--- config.mk ---
export PLATFORM = sky130hd
export DESIGN_NAME = shift_sequencer
export DESIGN_NICKNAME = d
export VERILOG_FILES = /design/src/rtl/shift_sequencer_pkg.sv /design/src/rtl/shift_sequencer_shifter.sv /design/src/rtl/shift_sequencer.sv
export SDC_FILE = /design/constraint.sdc
export NUM_CORES = 1
export LEC_CHECK = 0
export CAP_MARGIN = 30
export CORE_UTILIZATION = 45
export CTS_BUF_LIST = sky130_fd_sc_hd__clkbuf_16
export CTS_CLUSTER_SIZE = 28
export DETAILED_ROUTE_END_ITERATION = 8
export PLACE_DENSITY = 0.79
export SYNTH_ARGS = -nofsm -noshare
export SYNTH_HDL_FRONTEND = slang
export SYNTH_SLANG_ARGS = --single-unit
--- constraint.sdc ---
create_clock -name clk -period 3.6 [get_ports clk]
set_input_delay 0.36 -clock clk [delete_from_list [all_inputs] [get_ports clk]]
set_output_delay 0.36 -clock clk [all_outputs]
set_load 0.01 [all_outputs]
--- src/rtl/shift_sequencer_pkg.sv ---
// Shared encodings for the shift sequencer and its shifter datapath.
package shift_sequencer_pkg;

    localparam logic [1:0] OP_HOLD = 2'b00;
    localparam logic [1:0] OP_SHL  = 2'b01;
    localparam logic [1:0] OP_SHR  = 2'b10;
    localparam logic [1:0] OP_ROR  = 2'b11;

    typedef enum logic [1:0] {
        S_IDLE = 2'b00,
        S_RUN  = 2'b01,
        S_DONE = 2'b10
    } state_t;

endpackage

--- src/rtl/shift_sequencer_shifter.sv ---
// Combinational 4-bit mux-based shifter: hold, shift left/right, rotate right.
module shift_sequencer_shifter
    import shift_sequencer_pkg::*;
(
    input  logic [3:0] din,
    input  logic [1:0] sel,
    output logic [3:0] dout
);

    always_comb begin
        dout = din;
        unique case (sel)
            OP_HOLD: dout = din;
            OP_SHL:  dout = {din[2:0], 1'b0};
            OP_SHR:  dout = {1'b0, din[3:1]};
            OP_ROR:  dout = {din[0], din[3:1]};
            default: dout = din;
        endcase
    end

endmodule

--- src/rtl/shift_sequencer.sv ---
// Multi-cycle controller applying one shifter step per clock for `count` cycles.
module shift_sequencer
    import shift_sequencer_pkg::*;
#(
    parameter int CNT_W = 3
) (
    input  logic             clk,
    input  logic             rst_n,
    input  logic             start,
    input  logic             abort,
    input  logic [3:0]       data_in,
    input  logic [1:0]       op,
    input  logic [CNT_W-1:0] count,
    output logic [1:0]       sel,
    output logic [3:0]       result,
    output logic             shift_out,
    output logic             ready,
    output logic             busy,
    output logic             done
);

    state_t           state;
    state_t           next_state;
    logic [1:0]       op_reg;
    logic [CNT_W-1:0] cnt_reg;
    logic [3:0]       step_val;
    logic             step_bit;
    logic             load;
    logic             step_en;
    logic             last_step;

    shift_sequencer_shifter u_shifter (
        .din  (result),
        .sel  (sel),
        .dout (step_val)
    );

    // Bit leaving the register for the active select.
    always_comb begin
        step_bit = 1'b0;
        unique case (sel)
            OP_HOLD: step_bit = 1'b0;
            OP_SHL:  step_bit = result[3];
            OP_SHR:  step_bit = result[0];
            OP_ROR:  step_bit = result[0];
            default: step_bit = 1'b0;
        endcase
    end

    assign last_step = (cnt_reg <= CNT_W'(1));

    always_comb begin
        next_state = state;
        ready      = 1'b0;
        busy       = 1'b0;
        done       = 1'b0;
        sel        = OP_HOLD;
        load       = 1'b0;
        step_en    = 1'b0;
        unique case (state)
            S_IDLE: begin
                ready = 1'b1;
                if (start && !abort) begin
                    load = 1'b1;
                    if (count != '0)
                        next_state = S_RUN;
                    else
                        next_state = S_DONE;
                end
            end
            S_RUN: begin
                busy    = 1'b1;
                sel     = op_reg;
                step_en = !abort;
                if (abort)
                    next_state = S_IDLE;
                else if (last_step)
                    next_state = S_DONE;
            end
            S_DONE: begin
                done       = 1'b1;
                next_state = S_IDLE;
            end
            default: next_state = S_IDLE;
        endcase
    end

    always_ff @(posedge clk) begin
        if (!rst_n)
            state <= S_IDLE;
        else
            state <= next_state;
    end

    always_ff @(posedge clk) begin
        if (!rst_n) begin
            result    <= 4'b0000;
            shift_out <= 1'b0;
            op_reg    <= OP_HOLD;
            cnt_reg   <= '0;
        end else if (load) begin
            result    <= data_in;
            shift_out <= 1'b0;
            op_reg    <= op;
            cnt_reg   <= count;
        end else if (step_en) begin
            result    <= step_val;
            shift_out <= step_bit;
            // Counter parks at 1 on the final step; it never wraps.
            if (!last_step)
                cnt_reg <= cnt_reg - CNT_W'(1);
        end
    end

endmodule
==> metrics.txt, run 1 <==
leading cell type in the layout, fill and taps excluded=clkdlybuf4s50_1; pre-CTS setup slack=1400 ps; Worst IR Drop VDD=0.2510 mV; simple-gate area share of the yosys netlist=32.11%; final hold vios=0; Post-CTS Setup Inserts=0; WL/cell=13.77 µm; top cells by area, synth=dfxtp_1 35%, nand2_1 5.0%, nor2_1 5.0%; Site Rows=13; Post-CTS Resized=0; WHS Path Cells=2; first-pass GRT wire length=2.622 mm; CP startpoint kind=register; drt first pass iters=4; Initial Utilization=50.51%; H-Tree Depth=1; endpoint class of the critical path=output port; worst-path fanout max=8; Mapped Nets=98; post-route setup slack=1541 ps; Root Buffer=clkbuf_16; post-placement cell area=902.1 µm²; clock skew=1.178 ps; Static Leak=0.3525 nW; Final setup viols=0; Die Y=40.93 µm; minimum clock period=2059 ps; overall routing resource usage=24.80%; clk_lat worst skew=240 ps; Fmax=485.6 MHz; # DRC=0; gpl congestion=0.7891; number of enable flip-flop cells after synthesis=0; Synth area leader=dfxtp_1; layout cells sized above 1=7.619%; Yosys reg bits=12; worst reg2reg startpoint=state[0]$_SDFFE_PN0P_; crit path max-delay cell type=clkdlybuf4s50_1; YS warnings=0; CTS tree=built; hpwl dp=1.178 mm; max FFs per register=4; Clock Pin Slew Worst Setup and Hold Paths=40 ps; Synth async-reset ratio=0%; Critical Path RT=3240 ps; compound-cell area share of the yosys netlist=21.10%; Synth Area per Inst=8.216 µm²; largest net degree at the start of global routing=13; crit path cell chain=inv_1 > nor2_1 > and2_1 > clkdlybuf4s50_1; final wirelength=1.652 mm; TNS Setup=0 ps; port bufs=22; Die Width=40.93 µm; critical path class=reg -> out; DRT iter0 DRCs=10; core region area=1350 µm²; commonest non-fill, non-tap cells in the layout=22 x clkdlybuf4s50_1, 12 x dfxtp_1, 9 x nor2_1, 9 x nand2_1, 6 x o21ai_0; WHS Endpoint=result[3]$_SDFFE_PN0P_; Vias per Instance=5.692; Max Buffers Root-to-Sink=2; Least-Margin Pin Slew=817.1 ps; setup slack, reg-to-reg=1780 ps; Synth-to-Final Area Change=43.30%; Synth Cell Area=681.9 µm²; nets@finish=122; Most used DFF post-synth=dfxtp_1; Design Area, Final=977.2 µm²; Tcrit/Tclk final=57.20%; RSZ-0062 raised after global routing=false; die area=1675 µm²; Worst Hold Launch=result[3]$_SDFFE_PN0P_; Critical Path Max Stage Delay=530 ps; Hold/Removal Path Class=reg -> reg; Cells after Synth=83; TritonCTS Sinks=12; status=complete, no violations; total number of vias=683; MaxCap Viol Count=0; pwr/cell area=422.7 nW/µm²; max-slew violation count=0; Worst Path Arrival=1700 ps; final hold slack=499.7 ps; largest family of logic cells by synthesized area=simple AND/OR/NAND/NOR gates; delay-heaviest family, CP=buffers and inverters; Worst Path Buf+Inv=2; Synth Area in XOR/XNOR=1.284%; antenna cell count=0; antenna violations before repair=0; count of unique library cells instantiated by Yosys=33; # fillers=112; I/O pin count=23; post-synthesis mux area share=1.651%; FF-to-FF path depth=4; vias in the first global route=625; total grt overflow=0; Synth Area in Adders=3.670%; Slew headroom=45.39%; Yosys top cell area share=35.23%; Hold Buf Count CTS=0; ANT nets after route=0; number of buffers inserted during clock tree synthesis=3; post-synthesis sequential area ratio=35.23%; Reg2Reg Capture Point=result[2]$_SDFFE_PN0P_
## synth_stat cells (2+ instances only)
| cell | count |
|---|---|
| a21boi_0 | 2 |
| a21boi_1 | 2 |
| a21oi_1 | 3 |
| a22oi_1 | 2 |
| and2_1 | 2 |
| clkbuf_1 | 2 |
| dfxtp_1 | 12 |
| ha_1 | 2 |
| inv_1 | 4 |
| nand2_1 | 9 |
| nand3b_1 | 2 |
| nor2_1 | 9 |
| nor3_1 | 2 |
| nor3b_1 | 4 |
| o211ai_1 | 2 |
| o21ai_0 | 6 |
| or4_1 | 2 |
## worst reg2reg max path: cells and delay by family (launching register included)
family | cells | cell delay, ps
simple gates | 3 | 1250
compound gates | 1 | 130
flops | 1 | 370
## report_power, final
group	leakage (nW)	internal (mW)	total (mW)	switching, mW
Combinational	0.217	0.0369	0.0648	0.0279
Sequential	0.0981	0.141	0.150	0.00876
Clock	0.0370	0.144	0.198	0.0540
Total	0.353	0.322	0.413	0.0906
## layout make-up
class / count / area (µm²) / area share [%]
sequential: 12 / 240.2 / 24.58
multi-input combinational: 64 / 407.9 / 41.74
timing repair buffer: 22 / 220.2 / 22.54
tap: 15 / 18.77 / 1.921
clock buffer: 3 / 75.07 / 7.682
inverter: 4 / 15.01 / 1.536
## per-stage QoR
step | total power [mW] | util [%] | std cells
floorplan | 0.1848 | - | 83
global placement | 0.2151 | 66.82 | 117
detailed placement | 0.2157 | 66.82 | 117
CTS | 0.4157 | 72.38 | 120
global route | 0.4306 | 72.38 | 120
finish | 0.4130 | 72.38 | 120
## metal layers
layer | vias to the layer above | global-route usage (%) | wire, µm
met4 | 0 | 20.00 | 43
met2 | 22 | 37.89 | 725
met5 | - | 0 | 0
met3 | 6 | 8.152 | 85
li1 | 352 | - | -
met1 | 303 | 27.69 | 798
## worst max-delay path by stage
stage                                     start                      to  depth (start not counted)
after floorplan           state[0]$_SDFFE_PN0P_  result[1]$_SDFFE_PN0P_                          5
after detailed placement                  abort  result[2]$_SDFFE_PN0P_                          4
after global placement                    abort  result[2]$_SDFFE_PN0P_                          4
after global routing      state[0]$_SDFFE_PN0P_                  sel[0]                          4
after CTS                 state[0]$_SDFFE_PN0P_                  sel[0]                          4
final                     state[0]$_SDFFE_PN0P_                  sel[0]                          4
## logic make-up (layout without fill, tap and decap cells)
family | after synthesis | after routing
and+or+nand+nor | 38 | 38
AOI/OAI and AO/OA | 22 | 22
DFF | 12 | 12
buffers and inverters | 7 | 29
adders and majority gates | 2 | 2
xor gates and xnor gates | 1 | 1
muxes | 1 | 1
No activity file was read; power rests on OpenSTA's default activity.
==> inputs of run 2 (changes only) <==
--- a/config.mk
+++ b/config.mk
@@ -6,11 +6,11 @@
 export NUM_CORES = 1
 export LEC_CHECK = 0
 export CAP_MARGIN = 30
-export CORE_UTILIZATION = 45
+export CORE_UTILIZATION = 43
 export CTS_BUF_LIST = sky130_fd_sc_hd__clkbuf_16
 export CTS_CLUSTER_SIZE = 28
 export DETAILED_ROUTE_END_ITERATION = 8
-export PLACE_DENSITY = 0.79
+export PLACE_DENSITY = 0.76
 export SYNTH_ARGS = -nofsm -noshare
 export SYNTH_HDL_FRONTEND = slang
 export SYNTH_SLANG_ARGS = --single-unit
==> constraint.sdc (replaced) <==
create_clock -name clk -period 2.1 [get_ports clk]
set_input_delay 0.21 -clock clk [delete_from_list [all_inputs] [get_ports clk]]
set_output_delay 0.21 -clock clk [all_outputs]
set_load 0.01 [all_outputs]
==> run 2 against run 1 <==
Against the previous run: flip-flop and latch count did not move; clock power is 73% higher; first-iteration DRC count increased by 100%; cell area increased by 3.2%; non-clock buffer count is 4 higher; via count rose by 4.0%; largest cell class unchanged; combinational power up 82%; global-route usage fell by 2.3 points.
==> metrics.txt, run 2 (synthesis gave the netlist of run 1 again) <==
status=complete, no violations; antenna violations before repair=0; final wirelength=1.803 mm; WL/cell=14.42 µm; # DRC=0; core region area=1489 µm²; clk_lat worst skew=240 ps; Post-CTS Setup Inserts=0; crit path cell chain=inv_1 > nor2_1 > and2_1 > clkdlybuf4s50_1; Static Leak=0.3721 nW; Switch Pwr=161.0 µW; Hold Buf Count CTS=0; largest net degree at the start of global routing=13; pwr/cell area=711.7 nW/µm²; sequential power share=35.8%; max FFs per register=4; total grt overflow=0; vias in the first global route=684; Crit. Startpoint=state[0]$_SDFFE_PN0P_; first-pass GRT wire length=2.967 mm; H-Tree Depth=1; critical path class=reg -> out; Switching Fraction=22.44%; Die Y=41.82 µm; port bufs=22; Critical Path RT=1890 ps; CP startpoint kind=register; # fillers=130; commonest non-fill, non-tap cells in the layout=22 x clkdlybuf4s50_1, 12 x dfxtp_1, 9 x nor2_1, 9 x nand2_1, 6 x o21ai_0; gpl congestion=0.7901; DRT iter0 DRCs=20; worst reg2reg startpoint=state[0]$_SDFFE_PN0P_; hpwl dp=1.201 mm; endpoint class of the critical path=output port; post-placement cell area=933.4 µm²; Vias per Instance=5.680; TNS Setup=0 ps; total number of vias=710; number of buffers inserted during clock tree synthesis=3; Final setup viols=0; Reg2Reg Capture Point=result[1]$_SDFFE_PN0P_; worst-path fanout max=8; leading cell type in the layout, fill and taps excluded=clkdlybuf4s50_1; ANT nets after route=0; P_int=556.7 µW; Fmax=524.3 MHz; Hold/Removal Path Class=reg -> reg; setup slack, reg-to-reg=290 ps; Clk pwr share=47.8%; overall routing resource usage=22.55%; minimum clock period=1907 ps; layout cells sized above 1=11.01%; die area=1749 µm²; final hold vios=0; Slew headroom=61.82%; Root Buffer=clkbuf_16; FF-to-FF path depth=4; MaxCap Viol Count=0; Tcrit/Tclk final=90.82%; drt first pass iters=4; Power Total=717.8 µW; Max Buffers Root-to-Sink=2; Comb pwr share=16.4%; Design Area, Final=1008 µm²; clock skew=1.063 ps; Initial Utilization=45.80%; max-slew violation count=0; Worst IR Drop VDD=0.4410 mV; Worst Path Arrival=1700 ps; nets@finish=126; Critical Path Max Stage Delay=530 ps; crit path max-delay cell type=clkdlybuf4s50_1; Least-Margin Pin Slew=567.5 ps; antenna cell count=0; Post-CTS Resized=0; I/O pin count=23; Core Util, Final=67.73%; RSZ-0062 raised after global routing=false; Synth-to-Final Area Change=47.89%; Clock Pin Slew Worst Setup and Hold Paths=40 ps; Die Width=41.82 µm; Worst Setup EP=sel[0]; Site Rows=14; CTS tree=built; final hold slack=515.6 ps; TritonCTS Sinks=12
## run 2: cell count changes in the layout (fill, tap and decap cells not counted), sizes merged
cell,change
buf,+4
## run 2: how the worst min path moves through the flow
| stage | startpoint | end | slack [ps] | depth (start not counted) |
|---|---|---|---|---|
| floorplan | rst_n | shift_out$_SDFFE_PP0P_ | 340 | 2 |
| global placement | result[3]$_SDFFE_PN0P_ | result[3]$_SDFFE_PN0P_ | 500 | 2 |
| detailed placement | result[3]$_SDFFE_PN0P_ | result[3]$_SDFFE_PN0P_ | 500 | 2 |
| CTS | result[3]$_SDFFE_PN0P_ | result[3]$_SDFFE_PN0P_ | 510 | 2 |
| global route | result[3]$_SDFFE_PN0P_ | result[3]$_SDFFE_PN0P_ | 550 | 2 |
| finish | result[3]$_SDFFE_PN0P_ | result[3]$_SDFFE_PN0P_ | 520 | 2 |
## run 2: worst max-delay path, delay by kind of cell, from the launching register on
family / cells / cell delay [ps]
DFF: 1 / 460
buffers and inverters: 2 / 660
and+or+nand+nor: 2 / 340
## run 2: area by class of cell
class | instances | area [µm²] | share of cell area (%)
Clock buffer | 3 | 75.07 | 7.444
Tap cell | 16 | 20.02 | 1.985
Sequential cell | 12 | 240.2 | 23.82
Inverter | 4 | 15.01 | 1.489
Timing Repair Buffer | 26 | 250.2 | 24.81
Multi-Input combinational cell | 64 | 407.9 | 40.45
## run 2: metrics by stage
step | setup slack (ps) | std cells
2_1_floorplan | 367.8 | 83
3_3_place_gp | 117.7 | 122
3_5_place_dp | 75.40 | 122
4_1_cts | 179.0 | 125
5_1_grt | 114.9 | 125
6_report | 192.9 | 125
## run 2: power by group through the flow
| stage | clock network, mW | registers, mW | logic (mW) |
|---|---|---|---|
| after CTS | 0.347 | 0.256 | 0.117 |
| after global routing | 0.358 | 0.258 | 0.129 |
| after detailed placement | 0 | 0.260 | 0.115 |
| final | 0.343 | 0.257 | 0.118 |
| after global placement | 0 | 0.259 | 0.113 |
| after floorplan | 0 | 0.257 | 0.0595 |
## run 2: metal layers
metal  global-route usage [%]  part of all wire [%]
met1                    29.86                    51
met2                    34.06                    44
met3                    4.348                   3.8
met4                    12.90                   1.2
met5                        0                     0
